## src/rtl/alu_op_scheduler_pkg.sv

```systemverilog
// Shared state encodings, ALU input-select codes and default widths for the
// ALU operation scheduler.
package alu_op_scheduler_pkg;

    localparam int DEF_WIDTH = 8;
    localparam int DEF_OP_W  = 6;

    typedef enum logic [1:0] {
        IDLE = 2'b00,
        LOAD = 2'b01,
        EXEC = 2'b10,
        DONE = 2'b11
    } state_e;

    localparam logic [2:0] SEL_PERSIST = 3'b100;
    localparam logic [2:0] SEL_LOAD    = 3'b010;
    localparam logic [2:0] SEL_RESET   = 3'b001;

endpackage

```

## src/rtl/alu_op_scheduler_if.sv

```systemverilog
// Requester-side bundle: two valid/ready request channels and their result strobes.
interface alu_op_scheduler_if
    import alu_op_scheduler_pkg::*;
#(
    parameter int WIDTH = DEF_WIDTH,
    parameter int OP_W  = DEF_OP_W
);
    logic             req0_valid;
    logic             req0_ready;
    logic [OP_W-1:0]  req0_op;
    logic [WIDTH-1:0] req0_a;
    logic [WIDTH-1:0] req0_b;
    logic             req1_valid;
    logic             req1_ready;
    logic [OP_W-1:0]  req1_op;
    logic [WIDTH-1:0] req1_a;
    logic [WIDTH-1:0] req1_b;
    logic             rsp0_valid;
    logic             rsp0_err;
    logic [WIDTH-1:0] rsp0_data;
    logic             rsp1_valid;
    logic             rsp1_err;
    logic [WIDTH-1:0] rsp1_data;

    modport master (
        output req0_valid, req0_op, req0_a, req0_b,
        output req1_valid, req1_op, req1_a, req1_b,
        input  req0_ready, req1_ready,
        input  rsp0_valid, rsp0_err, rsp0_data,
        input  rsp1_valid, rsp1_err, rsp1_data
    );

    modport slave (
        input  req0_valid, req0_op, req0_a, req0_b,
        input  req1_valid, req1_op, req1_a, req1_b,
        output req0_ready, req1_ready,
        output rsp0_valid, rsp0_err, rsp0_data,
        output rsp1_valid, rsp1_err, rsp1_data
    );

endinterface

```

## src/rtl/alu_op_scheduler_rr_arbiter2.sv

```systemverilog
// Two-way round-robin grant; the pointer remembers who was served last and
// only advances when a grant is actually offered.
module rr_arbiter2 (
    input  logic       clk,
    input  logic       reset_n,
    input  logic       enable,
    input  logic       valid0,
    input  logic       valid1,
    output logic [1:0] grant,
    output logic       grant_id
);
    logic last_grant_r;
    logic pick_s;
    logic any_s;

    assign any_s    = valid0 | valid1;
    assign grant_id = pick_s;

    // A tie goes to the requester that was not served last
    always_comb begin
        pick_s = 1'b0;
        if (valid0 && valid1) begin
            pick_s = ~last_grant_r;
        end else if (valid1) begin
            pick_s = 1'b1;
        end else begin
            pick_s = 1'b0;
        end
    end

    // One-hot grant, offered only while the scheduler can accept
    always_comb begin
        grant = 2'b00;
        if (enable && any_s) begin
            grant = pick_s ? 2'b10 : 2'b01;
        end else begin
            grant = 2'b00;
        end
    end

    // Pointer register, updated on every accept
    always_ff @(posedge clk or negedge reset_n) begin
        if (!reset_n) begin
            last_grant_r <= 1'b1;
        end else if (enable && any_s) begin
            last_grant_r <= pick_s;
        end else begin
            last_grant_r <= last_grant_r;
        end
    end

endmodule

```

## src/rtl/alu_op_scheduler.sv

```systemverilog
// Time-shares one ALU between two requesters: arbitrate, load, wait ALU_LAT
// cycles, capture the result and strobe it back on the issuing port.
module alu_op_scheduler
    import alu_op_scheduler_pkg::*;
#(
    parameter int WIDTH   = DEF_WIDTH,
    parameter int OP_W    = DEF_OP_W,
    parameter int ALU_LAT = 1
) (
    input  logic              clk,
    input  logic              reset_n,
    alu_op_scheduler_if.slave bus,
    output logic [2:0]        alu_in_sel,
    output logic [OP_W-1:0]   alu_out_sel,
    output logic [WIDTH-1:0]  alu_num1,
    output logic [WIDTH-1:0]  alu_num2,
    input  logic [WIDTH-1:0]  alu_out,
    output logic [1:0]        curr_state,
    output logic              busy
);
    localparam int CNT_W = (ALU_LAT > 1) ? $clog2(ALU_LAT) : 1;
    localparam logic [CNT_W-1:0] CNT_LAST = CNT_W'(ALU_LAT - 1);

    state_e           state_r, state_s;
    logic [2:0]       in_sel_r, in_sel_s;
    logic [OP_W-1:0]  out_sel_r, out_sel_s;
    logic [WIDTH-1:0] num1_r, num1_s, num2_r, num2_s;
    logic [1:0]       rsp_valid_r, rsp_valid_s, rsp_err_r, rsp_err_s;
    logic [WIDTH-1:0] rsp_data0_r, rsp_data0_s, rsp_data1_r, rsp_data1_s;
    logic             gid_r, gid_s;
    logic [CNT_W-1:0] cnt_r, cnt_s;
    logic [1:0]       grant_s;
    logic             grant_id_s, arb_en_s, accept_s;
    logic [OP_W-1:0]  sel_op_s;
    logic [WIDTH-1:0] sel_a_s, sel_b_s;

    rr_arbiter2 u_arb (
        .clk      (clk),
        .reset_n  (reset_n),
        .enable   (arb_en_s),
        .valid0   (bus.req0_valid),
        .valid1   (bus.req1_valid),
        .grant    (grant_s),
        .grant_id (grant_id_s)
    );

    assign arb_en_s       = reset_n && (state_r == IDLE);
    assign accept_s       = |grant_s;
    assign bus.req0_ready = grant_s[0];
    assign bus.req1_ready = grant_s[1];
    assign sel_op_s       = grant_id_s ? bus.req1_op : bus.req0_op;
    assign sel_a_s        = grant_id_s ? bus.req1_a  : bus.req0_a;
    assign sel_b_s        = grant_id_s ? bus.req1_b  : bus.req0_b;

    // Next state and next values of every registered output
    always_comb begin
        state_s     = state_r;
        in_sel_s    = in_sel_r;
        out_sel_s   = out_sel_r;
        num1_s      = num1_r;
        num2_s      = num2_r;
        rsp_valid_s = 2'b00;
        rsp_err_s   = 2'b00;
        rsp_data0_s = rsp_data0_r;
        rsp_data1_s = rsp_data1_r;
        gid_s       = gid_r;
        cnt_s       = cnt_r;
        case (state_r)
            IDLE: begin
                in_sel_s = SEL_PERSIST;
                if (accept_s) begin
                    gid_s = grant_id_s;
                    if ($onehot(sel_op_s)) begin
                        state_s   = LOAD;
                        in_sel_s  = SEL_LOAD;
                        out_sel_s = sel_op_s;
                        num1_s    = sel_a_s;
                        num2_s    = sel_b_s;
                    end else begin
                        // malformed op never touches the ALU
                        state_s                = DONE;
                        rsp_valid_s[grant_id_s] = 1'b1;
                        rsp_err_s[grant_id_s]   = 1'b1;
                        if (grant_id_s) begin
                            rsp_data1_s = {WIDTH{1'b0}};
                        end else begin
                            rsp_data0_s = {WIDTH{1'b0}};
                        end
                    end
                end else begin
                    state_s = IDLE;
                end
            end
            LOAD: begin
                state_s  = EXEC;
                in_sel_s = SEL_PERSIST;
                cnt_s    = {CNT_W{1'b0}};
            end
            EXEC: begin
                in_sel_s = SEL_PERSIST;
                if (cnt_r == CNT_LAST) begin
                    state_s           = DONE;
                    out_sel_s         = {OP_W{1'b0}};
                    rsp_valid_s[gid_r] = 1'b1;
                    if (gid_r) begin
                        rsp_data1_s = alu_out;
                    end else begin
                        rsp_data0_s = alu_out;
                    end
                end else begin
                    cnt_s = cnt_r + CNT_W'(1);
                end
            end
            DONE: begin
                state_s  = IDLE;
                in_sel_s = SEL_PERSIST;
            end
            default: begin
                state_s  = IDLE;
                in_sel_s = SEL_PERSIST;
            end
        endcase
    end

    // State and output registers
    always_ff @(posedge clk or negedge reset_n) begin
        if (!reset_n) begin
            state_r     <= IDLE;
            in_sel_r    <= SEL_RESET;
            out_sel_r   <= {OP_W{1'b0}};
            num1_r      <= {WIDTH{1'b0}};
            num2_r      <= {WIDTH{1'b0}};
            rsp_valid_r <= 2'b00;
            rsp_err_r   <= 2'b00;
            rsp_data0_r <= {WIDTH{1'b0}};
            rsp_data1_r <= {WIDTH{1'b0}};
            gid_r       <= 1'b0;
            cnt_r       <= {CNT_W{1'b0}};
        end else begin
            state_r     <= state_s;
            in_sel_r    <= in_sel_s;
            out_sel_r   <= out_sel_s;
            num1_r      <= num1_s;
            num2_r      <= num2_s;
            rsp_valid_r <= rsp_valid_s;
            rsp_err_r   <= rsp_err_s;
            rsp_data0_r <= rsp_data0_s;
            rsp_data1_r <= rsp_data1_s;
            gid_r       <= gid_s;
            cnt_r       <= cnt_s;
        end
    end

    assign alu_in_sel     = in_sel_r;
    assign alu_out_sel    = out_sel_r;
    assign alu_num1       = num1_r;
    assign alu_num2       = num2_r;
    assign curr_state     = state_r;
    assign busy           = (state_r != IDLE);
    assign bus.rsp0_valid = rsp_valid_r[0];
    assign bus.rsp1_valid = rsp_valid_r[1];
    assign bus.rsp0_err   = rsp_err_r[0];
    assign bus.rsp1_err   = rsp_err_r[1];
    assign bus.rsp0_data  = rsp_data0_r;
    assign bus.rsp1_data  = rsp_data1_r;

endmodule
```

## src/flat_wrapper.sv

```systemverilog
// flat-port wrapper written by rule: the top's interface ports become plain ports
module alu_op_scheduler_flat import alu_op_scheduler_pkg::*;
#(
    parameter int WIDTH   = DEF_WIDTH,
    parameter int OP_W    = DEF_OP_W,
    parameter int ALU_LAT = 1
)
  (clk, reset_n, alu_in_sel, alu_out_sel, alu_num1, alu_num2, alu_out, curr_state, busy, bus_req0_valid, bus_req0_op, bus_req0_a, bus_req0_b, bus_req1_valid, bus_req1_op, bus_req1_a, bus_req1_b, bus_req0_ready, bus_req1_ready, bus_rsp0_valid, bus_rsp0_err, bus_rsp0_data, bus_rsp1_valid, bus_rsp1_err, bus_rsp1_data);
  alu_op_scheduler_if #(.WIDTH(WIDTH), .OP_W(OP_W)) bus_i ();
  input  logic clk;
  input  logic reset_n;
  output logic [2:0] alu_in_sel;
  output logic [OP_W-1:0] alu_out_sel;
  output logic [WIDTH-1:0] alu_num1;
  output logic [WIDTH-1:0] alu_num2;
  input  logic [WIDTH-1:0] alu_out;
  output logic [1:0] curr_state;
  output logic busy;
  input wire logic [$bits(bus_i.req0_valid)-1:0] bus_req0_valid;
  input wire logic [$bits(bus_i.req0_op)-1:0] bus_req0_op;
  input wire logic [$bits(bus_i.req0_a)-1:0] bus_req0_a;
  input wire logic [$bits(bus_i.req0_b)-1:0] bus_req0_b;
  input wire logic [$bits(bus_i.req1_valid)-1:0] bus_req1_valid;
  input wire logic [$bits(bus_i.req1_op)-1:0] bus_req1_op;
  input wire logic [$bits(bus_i.req1_a)-1:0] bus_req1_a;
  input wire logic [$bits(bus_i.req1_b)-1:0] bus_req1_b;
  output wire logic [$bits(bus_i.req0_ready)-1:0] bus_req0_ready;
  output wire logic [$bits(bus_i.req1_ready)-1:0] bus_req1_ready;
  output wire logic [$bits(bus_i.rsp0_valid)-1:0] bus_rsp0_valid;
  output wire logic [$bits(bus_i.rsp0_err)-1:0] bus_rsp0_err;
  output wire logic [$bits(bus_i.rsp0_data)-1:0] bus_rsp0_data;
  output wire logic [$bits(bus_i.rsp1_valid)-1:0] bus_rsp1_valid;
  output wire logic [$bits(bus_i.rsp1_err)-1:0] bus_rsp1_err;
  output wire logic [$bits(bus_i.rsp1_data)-1:0] bus_rsp1_data;
  assign bus_i.req0_valid = bus_req0_valid;
  assign bus_i.req0_op = bus_req0_op;
  assign bus_i.req0_a = bus_req0_a;
  assign bus_i.req0_b = bus_req0_b;
  assign bus_i.req1_valid = bus_req1_valid;
  assign bus_i.req1_op = bus_req1_op;
  assign bus_i.req1_a = bus_req1_a;
  assign bus_i.req1_b = bus_req1_b;
  assign bus_req0_ready = bus_i.req0_ready;
  assign bus_req1_ready = bus_i.req1_ready;
  assign bus_rsp0_valid = bus_i.rsp0_valid;
  assign bus_rsp0_err = bus_i.rsp0_err;
  assign bus_rsp0_data = bus_i.rsp0_data;
  assign bus_rsp1_valid = bus_i.rsp1_valid;
  assign bus_rsp1_err = bus_i.rsp1_err;
  assign bus_rsp1_data = bus_i.rsp1_data;
  alu_op_scheduler #(.WIDTH(WIDTH), .OP_W(OP_W), .ALU_LAT(ALU_LAT)) u_core (.clk(clk), .reset_n(reset_n), .bus(bus_i), .alu_in_sel(alu_in_sel), .alu_out_sel(alu_out_sel), .alu_num1(alu_num1), .alu_num2(alu_num2), .alu_out(alu_out), .curr_state(curr_state), .busy(busy));
endmodule
```

## config.mk

```make
export PLATFORM = sky130hd
export DESIGN_NAME = alu_op_scheduler_flat
export DESIGN_NICKNAME = d
export VERILOG_FILES = /design/src/rtl/alu_op_scheduler_pkg.sv /design/src/rtl/alu_op_scheduler_if.sv /design/src/rtl/alu_op_scheduler_rr_arbiter2.sv /design/src/rtl/alu_op_scheduler.sv /design/src/flat_wrapper.sv
export SDC_FILE = /design/constraint.sdc
export NUM_CORES = 1
export LEC_CHECK = 0
export ABC_AREA = 0
export BUFFER_PORTS_ARGS = -buffer_cell sky130_fd_sc_hd__buf_2
export CAP_MARGIN = 20
export CORE_ASPECT_RATIO = 1.2
export CORE_UTILIZATION = 44
export CTS_BUF_LIST = sky130_fd_sc_hd__clkbuf_8
export DETAILED_ROUTE_END_ITERATION = 10
export HOLD_SLACK_MARGIN = 0.06
export MAX_ROUTING_LAYER = met4
export PLACE_DENSITY = 0.79
export SLEW_MARGIN = 10
export SYNTH_ARGS = -nofsm -noshare
export SYNTH_HDL_FRONTEND = slang
export SYNTH_SLANG_ARGS = --single-unit
```

## constraint.sdc

```tcl
create_clock -name clk -period 3.2 [get_ports clk]
set_input_delay 0.16 -clock clk [delete_from_list [all_inputs] [get_ports clk]]
set_output_delay 0.16 -clock clk [all_outputs]
set_load 0.01 [all_outputs]
```

======== Yosys cells after proc, flatten, opt, wreduce, memory -nomap -nowiden ========
Cells that the tools add are included.
cells by class
  bitwise operators ....................... 2
  equality and inequality tests ........... 12
  reduce and logical (&&, ||, !) cells .... 16
  add/sub/neg operators ................... 6
  magnitude comparators ................... 4
  multiplexer cells ....................... 41
operator list
  cell                  number
  $mux W8               12
  $pmux W8 S2           2
  $mux W6               4
  $mux W2               9
  $pmux W6 S2           1
  $reduce_and A6 Y1     2
  $ne A2 B2 Y1 const B  5
  $pmux W2 S4           1
  $add A1 B1 Y2         3
  $add A3 B3 Y3         2
  $mux W3               2
  $ne A2 B1 Y1 const B  3
  $pmux W3 S2           1
  $reduce_bool A2 Y1    3
  $logic_and A1 B1 Y1   5
  $mux W1               5
  $eq A2 B2 Y1 const B  2
  $lt A1 B2 Y1 const B  2
  $pmux W2 S2           1
  $reduce_and A4 Y1     1
  $eq A3 B1 Y1 const B  1
  $reduce_and A3 Y1     1
  $reduce_or A3 Y1      1
  $demux W1 S1          2
  9 further kinds       10
word-level totals
  register bits ........................... 50
  output and inout bits ................... 50
  bits of input ports ..................... 56

======== Depth between registers and ports, before layout ========
  depth in word-level cells ............... 10
  depth in mapped cells ................... 10
  mapped depth without buffers ............ 9

======== Hierarchy ========
A second synthesis with hierarchy kept.
unflattened totals
  cell total of the unflattened synthesis .. 179
  area total of the unflattened synthesis .. 2378.5 um^2
by module, submodules not included
  module            sequential area each (um^2)  times used  area each (um^2)  cells an instance
  alu_op_scheduler  1202.4                       1           2312.2            172
  rr_arbiter2       26.3                         1           66.3              7

======== Worst setup path after synthesis ========
OpenSTA, ideal clock, no wires.
  kind .................................... reg-to-reg
  start point ............................. register u_core.u_arb.last_grant_r
  end point ............................... register u_core.rsp_data0_r[0], in the netlist u_core.bus.rsp0_data[0]
  library setup time ...................... 0.125 ns
  path slack .............................. -0.024 ns
  stages on the path, launching flop included .. 10
  arrival time ............................ 3.100 ns
  cells stage by stage .................... dfstp_2 > a21boi_4 > mux2_2 > ha_1 > fa_1 > ha_1 > xor2_1 > o21bai_1 > a211oi_4 > mux2_2
on the way
  cells in the longest elaborated chain, start to end .. 9
  elaborated cells on any way between the ends .. 16
  classes of those cells .................. 5 x add/sub; 4 x eq/ne; 4 x mux; 1 x bitwise; 2 x reduce/logical
RTL lines
  what                                              RTL line                            RTL
  from (decl)                                       alu_op_scheduler_rr_arbiter2.sv:12  logic last_grant_r;
  from (signal assigned)                            alu_op_scheduler_rr_arbiter2.sv:46  last_grant_r <= pick_s;
  from (signal assigned)                            alu_op_scheduler_rr_arbiter2.sv:48  last_grant_r <= last_grant_r;
  $not A1 Y1 (*)                                    alu_op_scheduler_rr_arbiter2.sv:23  pick_s = ~last_grant_r;
  $mux W1 (*)                                       alu_op_scheduler_rr_arbiter2.sv:22  if (valid0 && valid1) begin
  $mux W6                                           alu_op_scheduler.sv:51              assign sel_op_s = grant_id_s ? bus.req1_op : bus.req0_op;
  $add A1 B1 Y2 (implied by the code)               alu_op_scheduler.sv:73              if ($onehot(sel_op_s)) begin
  $add A3 B3 Y3 (implied by the code) (2 in a row)  alu_op_scheduler.sv:73
  $eq A3 B1 Y1                                      alu_op_scheduler.sv:73
  $ne A2 B2 Y1 (no source line)                     --
  $reduce_and A6 Y1 (no source line) (*)            --
  to (signal assigned)                              alu_op_scheduler.sv:135             rsp_data0_r <= {WIDTH{1'b0}};
  to (signal assigned)                              alu_op_scheduler.sv:147             rsp_data0_r <= rsp_data0_s;
  to (decl)                                         alu_op_scheduler.sv:29              logic [WIDTH-1:0] rsp_data0_r, rsp_data0_s, rsp_data1_r, rsp_data1_s;
Mark *: on every way between the ends. The rest lies on a longest branch, timed or not.
A chain may end at the register's enable or synchronous reset.

======== Worst setup path in the final report ========
  start point ............................. register u_core.u_arb.last_grant_r
  end point ............................... register u_core.rsp_data1_r[0], in the netlist u_core.bus.rsp1_data[0]
on the way
  cells in the longest elaborated chain, start to end .. 9
  elaborated cells on any way between the ends .. 16
  classes of those cells .................. 5 x add/sub; 4 x eq/ne; 4 x mux; 1 x bitwise; 2 x reduce/logical
RTL lines
  what                                              RTL line                            RTL
  $not A1 Y1 (*)                                    alu_op_scheduler_rr_arbiter2.sv:23
  $mux W1 (*)                                       alu_op_scheduler_rr_arbiter2.sv:22
  $mux W6                                           alu_op_scheduler.sv:51
  $add A1 B1 Y2 (implied by the code)               alu_op_scheduler.sv:73
  $add A3 B3 Y3 (implied by the code) (2 in a row)  alu_op_scheduler.sv:73
  $eq A3 B1 Y1                                      alu_op_scheduler.sv:73
  $ne A2 B2 Y1 (no source line)                     --
  $reduce_and A6 Y1 (no source line) (*)            --
  to (signal assigned)                              alu_op_scheduler.sv:136             rsp_data1_r <= {WIDTH{1'b0}};
  to (signal assigned)                              alu_op_scheduler.sv:148             rsp_data1_r <= rsp_data1_s;
  to (decl)                                         alu_op_scheduler.sv:29
Marks and branches as above.

==> report_table.html <==
<table>
<tr><th>Metric</th><th>Value</th></tr>
<tr><th colspan="2">Pwr</th></tr>
<tr><td>Switching share of total power</td><td>0.3822</td></tr>
<tr><td>Relative contribution of sequential cells to total power</td><td>0.340</td></tr>
<tr><td>Leakage dissipation</td><td>1.725 nW</td></tr>
<tr><td>Power per cell area</td><td>896.6 nW/µm²</td></tr>
<tr><td>Fraction of power consumed by the clock network</td><td>0.120</td></tr>
<tr><td>P_int</td><td>1.845 mW</td></tr>
<tr><td>Tot Pwr</td><td>2.986 mW</td></tr>
<tr><td>Sw power</td><td>1.142 mW</td></tr>
<tr><td>Combinational group share of total power</td><td>0.540</td></tr>
<tr><td>Worst IR drop on VDD</td><td>397.8 µV</td></tr>
<tr><th colspan="2">STA</th></tr>
<tr><td>Slew margin rel.</td><td>0.5709</td></tr>
<tr><td>Fmax</td><td>0.3158 GHz</td></tr>
<tr><td>Final count of hold timing violations</td><td>0</td></tr>
<tr><td>Final sum of negative setup slack</td><td>0 ns</td></tr>
<tr><td>Number of setup violations in the final report</td><td>0</td></tr>
<tr><td>Fraction of the cycle the final worst path needs</td><td>0.9897</td></tr>
<tr><td>Fin. max-slew vios</td><td>0</td></tr>
<tr><td>Final critical path time including I/O delays and setup</td><td>3.167 ns</td></tr>
<tr><td>Final setup skew</td><td>0.01001 ns</td></tr>
<tr><td>Actual slew at the worst max-slew pin</td><td>0.6437 ns</td></tr>
<tr><td>RSZ-0062 raised after global routing</td><td>true</td></tr>
<tr><th colspan="2">Logic synthesis</th></tr>
<tr><td>Top cells by area in the synthesized netlist</td><td>dfrtp_1 (50%), mux2_2 (11%), mux2i_1 (6.8%), ha_1 (3.7%), a21oi_1 (3.4%)</td></tr>
<tr><td>Complex-gate fraction of the synthesized area</td><td>0.1312</td></tr>
<tr><td>EDFF count, synth</td><td>0</td></tr>
<tr><td>Synthesized area per cell</td><td>11.91 µm²</td></tr>
<tr><td>Fraction of synthesis flops using an asynchronous set or reset pin</td><td>1.000</td></tr>
<tr><td>Cell taking the most area after synthesis</td><td>dfrtp_1</td></tr>
<tr><td>XOR/XNOR Fraction of Synth Area</td><td>0.003733</td></tr>
<tr><td>Yosys warning total</td><td>0</td></tr>
<tr><td>Fraction of the yosys area taken by sequential cells</td><td>0.5237</td></tr>
<tr><td>Number of instances in the synthesized netlist</td><td>197</td></tr>
<tr><td>Combinational family with the most area after synthesis</td><td>multiplexers</td></tr>
<tr><td>Syn Nets</td><td>262</td></tr>
<tr><td>Unique masters post-synth</td><td>33</td></tr>
<tr><td>Fraction of synthesized area in multiplexers</td><td>0.1739</td></tr>
<tr><td>Dominant synthesized flop cell</td><td>dfrtp_1</td></tr>
<tr><td>List of most frequent post-synthesis cells</td><td>dfrtp_1 (47), mux2_2 (22), nor2_1 (19)</td></tr>
<tr><td>Post-synthesis share of cell area spent on full adders, half adders and majority gates</td><td>0.05440</td></tr>
<tr><td>Fraction of the mapped netlist area in simple logic gates</td><td>0.07360</td></tr>
<tr><td>Flops &amp; latches, synth</td><td>49</td></tr>
<tr><td>Cell Area, Synth</td><td>2346 µm²</td></tr>
<tr><td>Most used standard cell by instance count after synthesis</td><td>dfrtp_1</td></tr>
<tr><td>Share of the synthesized area in the top cell type</td><td>0.5013</td></tr>
<tr><th colspan="2">Route</th></tr>
<tr><td>Number of nets with antenna violations after detailed routing</td><td>0</td></tr>
<tr><td>Routed WL per cell</td><td>14.93 µm</td></tr>
<tr><td>Total wire length</td><td>5689 µm</td></tr>
<tr><td>Detailed-route via count</td><td>1899</td></tr>
<tr><td>Number of optimization iterations in the first detailed-route pass</td><td>4</td></tr>
<tr><td>Via density</td><td>4.984</td></tr>
<tr><td>Total DRC errors in the routed layout</td><td>0</td></tr>
<tr><td>Number of DRC markers after the initial detailed-route iteration</td><td>88</td></tr>
<tr><th colspan="2">CTS</th></tr>
<tr><td>Clock latency of the later-clocked register in the worst-skew pair</td><td>0.30 ns</td></tr>
<tr><td>Clock-pin slew reported for the worst setup and hold paths after clock tree synthesis</td><td>0.09 ns</td></tr>
<tr><td>Cell at the root of the clock tree</td><td>clkbuf_8</td></tr>
<tr><td>Number of buffers inserted during clock tree synthesis</td><td>5</td></tr>
<tr><td>Clock buffer depth</td><td>2</td></tr>
<tr><td>CTS tree</td><td>done</td></tr>
<tr><td>Maximum level of the CTS H-tree</td><td>2</td></tr>
<tr><td>CTS sink count</td><td>49</td></tr>
<tr><th colspan="2">Setup path</th></tr>
<tr><td>Master of the slowest instance on the critical path</td><td>fa_2</td></tr>
<tr><td>Worst-path maximum fanout</td><td>8</td></tr>
<tr><td>Required time of the critical path</td><td>3.39 ns</td></tr>
<tr><td>Slowest Stage Delay on Critical Path</td><td>0.60 ns</td></tr>
<tr><td>Count of buffering cells on the critical path with inverters included</td><td>2</td></tr>
<tr><td>Reg-to-reg critical path startpoint</td><td>u_core.u_arb.last_grant_r$_DFFE_PN1P_</td></tr>
<tr><td>Worst path arrival time</td><td>3.36 ns</td></tr>
<tr><td>Logic depth of the worst setup path including buffers</td><td>11</td></tr>
<tr><td>Worst Setup Path Type</td><td>flip-flop to flip-flop</td></tr>
<tr><td>Crit path max-delay family</td><td>adder cells</td></tr>
<tr><td>Kind of end point of the critical path</td><td>flip-flop</td></tr>
<tr><td>Cell-by-cell listing of the critical path</td><td>a21boi_4 -&gt; buf_6 -&gt; mux2_4 -&gt; ha_4 -&gt; fa_2 -&gt; ha_4 -&gt; xor2_4 -&gt; o211ai_1 -&gt; a22oi_4 -&gt; buf_12 -&gt; mux2_4</td></tr>
<tr><td>Logic depth of the worst register-to-register path</td><td>11</td></tr>
<tr><td>Critical Path Source Type</td><td>flip-flop</td></tr>
<tr><td>Setup slack of the most critical reg-to-reg path</td><td>0.03 ns</td></tr>
<tr><td>Destination of the worst register-to-register timing path</td><td>u_core.bus.rsp1_data[0]$_DFFE_PN0P_</td></tr>
<tr><td>Setup crit start</td><td>u_core.u_arb.last_grant_r$_DFFE_PN1P_</td></tr>
<tr><th colspan="2">GRT</th></tr>
<tr><td>Aggregate global-route resource usage</td><td>0.2127</td></tr>
<tr><td>Initial antenna violation count</td><td>0</td></tr>
<tr><td>Largest net degree at the start of global routing</td><td>54</td></tr>
<tr><td>Met2 Use GR</td><td>0.3696</td></tr>
<tr><td>Total global routing overflow</td><td>0</td></tr>
<tr><td>Gr busiest metal</td><td>met2</td></tr>
<tr><td>Number of global-route vias before repair</td><td>1796</td></tr>
<tr><td>Global-route met3 utilization</td><td>0.03889</td></tr>
<tr><td>Fraction of met1 tracks used by global routing</td><td>0.2458</td></tr>
<tr><td>Global-route wire length before repair</td><td>8404 µm</td></tr>
<tr><th colspan="2">Floorplan</th></tr>
<tr><td>Row Count</td><td>28</td></tr>
<tr><td>Initial standard-cell utilization of the core</td><td>0.4650</td></tr>
<tr><td>Floorplan die height</td><td>81.99 µm</td></tr>
<tr><td>DIE AREA</td><td>5629 µm²</td></tr>
<tr><td>Die W</td><td>68.66 µm</td></tr>
<tr><td>CORE AREA</td><td>5045 µm²</td></tr>
<tr><td>Number of primary I/O pins</td><td>106</td></tr>
<tr><th colspan="2">Place</th></tr>
<tr><td>Placer Congestion</td><td>0.7806</td></tr>
<tr><td>Buffers added on ports</td><td>105</td></tr>
<tr><td>Post-Place Cells</td><td>365</td></tr>
<tr><td>Area of placed instances</td><td>3008 µm²</td></tr>
<tr><td>Placed wire-length estimate after detailed placement</td><td>3864 µm</td></tr>
<tr><th colspan="2">Cells and area</th></tr>
<tr><td>Area growth from synthesis to layout</td><td>41.97%</td></tr>
<tr><td>Fraction of layout cells with a size suffix above 1</td><td>0.5421</td></tr>
<tr><td>Final-stage net count</td><td>385</td></tr>
<tr><td># diodes</td><td>0</td></tr>
<tr><td>Design Area, Final</td><td>3331 µm²</td></tr>
<tr><td>Count of placed standard cells in the final layout, fillers left out</td><td>381</td></tr>
<tr><th colspan="2">Hold path</th></tr>
<tr><td>Hold endpoint</td><td>u_core.u_arb.last_grant_r$_DFFE_PN1P_</td></tr>
<tr><td>Hold Crit Depth</td><td>2</td></tr>
<tr><td>Path category of the worst min-delay check</td><td>primary input to flip-flop</td></tr>
<tr><td>Hold path start</td><td>bus_req0_valid</td></tr>
<tr><th colspan="2">Status</th></tr>
<tr><td>Result of the run</td><td>completed</td></tr>
<tr><th colspan="2">Job</th></tr>
<tr><td>Maximum capacitance violations</td><td>0</td></tr>
</table>
==> sequential cells by signal, indices dropped and copies added (netlist names) <==
name / count
u_core.alu_in_sel: 3
u_core.u_arb.last_grant_r: 1
u_core.bus.rsp1_data: 8
u_core.alu_num2: 8
u_core.rsp_err_r: 2
u_core.curr_state: 2
u_core.bus.rsp0_data: 8
u_core.alu_out_sel: 6
u_core.alu_num1: 8
u_core.gid_r: 1
u_core.rsp_valid_r: 2
==> through the flow <==
| step | utilization | setup slack, ns | hold WS, ns |
|---|---|---|---|
| 3_5_place_dp | 0.5962 | -0.1371 | 0.3693 |
| 5_1_grt | 0.6602 | -0.03817 | 0.1159 |
| 3_3_place_gp | 0.5962 | -0.01279 | 0.3634 |
| 2_1_floorplan | - | 0.006776 | -0.1356 |
| 6_report | 0.6602 | 0.03300 | 0.1128 |
| 4_1_cts | 0.6478 | -0.0008984 | 0.1033 |
==> repair_timing <==
action,in CTS,in global routing
hold buffers,1,0
cloned,1,0
gates resized for setup,17,12
hold endpoints to repair,47,0
buffers inserted,6,0
setup endpoints to repair,23,30
pin swaps,8,5
==> worst max path at each step <==
stage	endpoint	slack, ns
floorplan	u_core.bus.rsp0_data[0]$_DFFE_PN0P_	0.007
global placement	u_core.bus.rsp1_data[4]$_DFFE_PN0P_	-0.01
detailed placement	u_core.bus.rsp1_data[2]$_DFFE_PN0P_	-0.14
CTS	u_core.bus.rsp1_data[5]$_DFFE_PN0P_	-0.0009
global route	u_core.bus.rsp1_data[0]$_DFFE_PN0P_	-0.04
finish	u_core.bus.rsp1_data[0]$_DFFE_PN0P_	0.03
==> cells in the final DEF, fill, tap and decap left out, drive strengths merged <==
master	instances
nor2	19
nand2b	1
conb	1
o21bai	2
a31o	6
inv	13
dlygate4sd3	1
bufbuf	1
dfrtp	47
a22oi	1
a41oi	1
a211oi	7
ha	7
a21oi	16
nand3	1
xor2	1
nand2	5
o21ai	4
clkinv	1
and2	9
a21boi	1
mux2	22
dfstp	2
a31oi	1
nor3	2
o211ai	2
fa	2
clkinvlp	2
mux2i	16
clkbuf	5
buf	122
==> layout make-up <==
cell class,instances,area (µm²)
clock buffer,5,68.82
clock inverter,3,18.77
fill,410,1714
inverter,13,48.80
multi-input combinational,127,1155
sequential,49,1229
tap,60,75.07
timing repair buffer,124,735.7
==> power by group through the flow <==
stage	clock, mW	combinational [mW]	sequential (mW)
floorplan	0	0.709	1.14
global placement	0	1.33	1.02
detailed placement	0	1.38	1.02
CTS	0.366	1.54	1.01
global route	0.400	1.75	1.05
finish	0.358	1.61	1.02
==> metal layers <==
| layer | vias to the layer above | part of all wire | routed length [µm] |
|---|---|---|---|
| met5 | - | 0 | 0 |
| met4 | 0 | 0.0098 | 56 |
| met3 | 5 | 0.050 | 284 |
| met2 | 77 | 0.52 | 2982 |
| met1 | 895 | 0.42 | 2365 |
| li1 | 922 | - | - |
==> logic make-up after synthesis <==
logic type,count (synthesis)
DFF,49
xor gates and xnor gates,1
and+or+nand+nor,37
adders and majority gates,9
muxes,38
buffers and inverters,21
other,1
AOI/OAI and AO/OA,41
(Power assumes the default switching activity.)
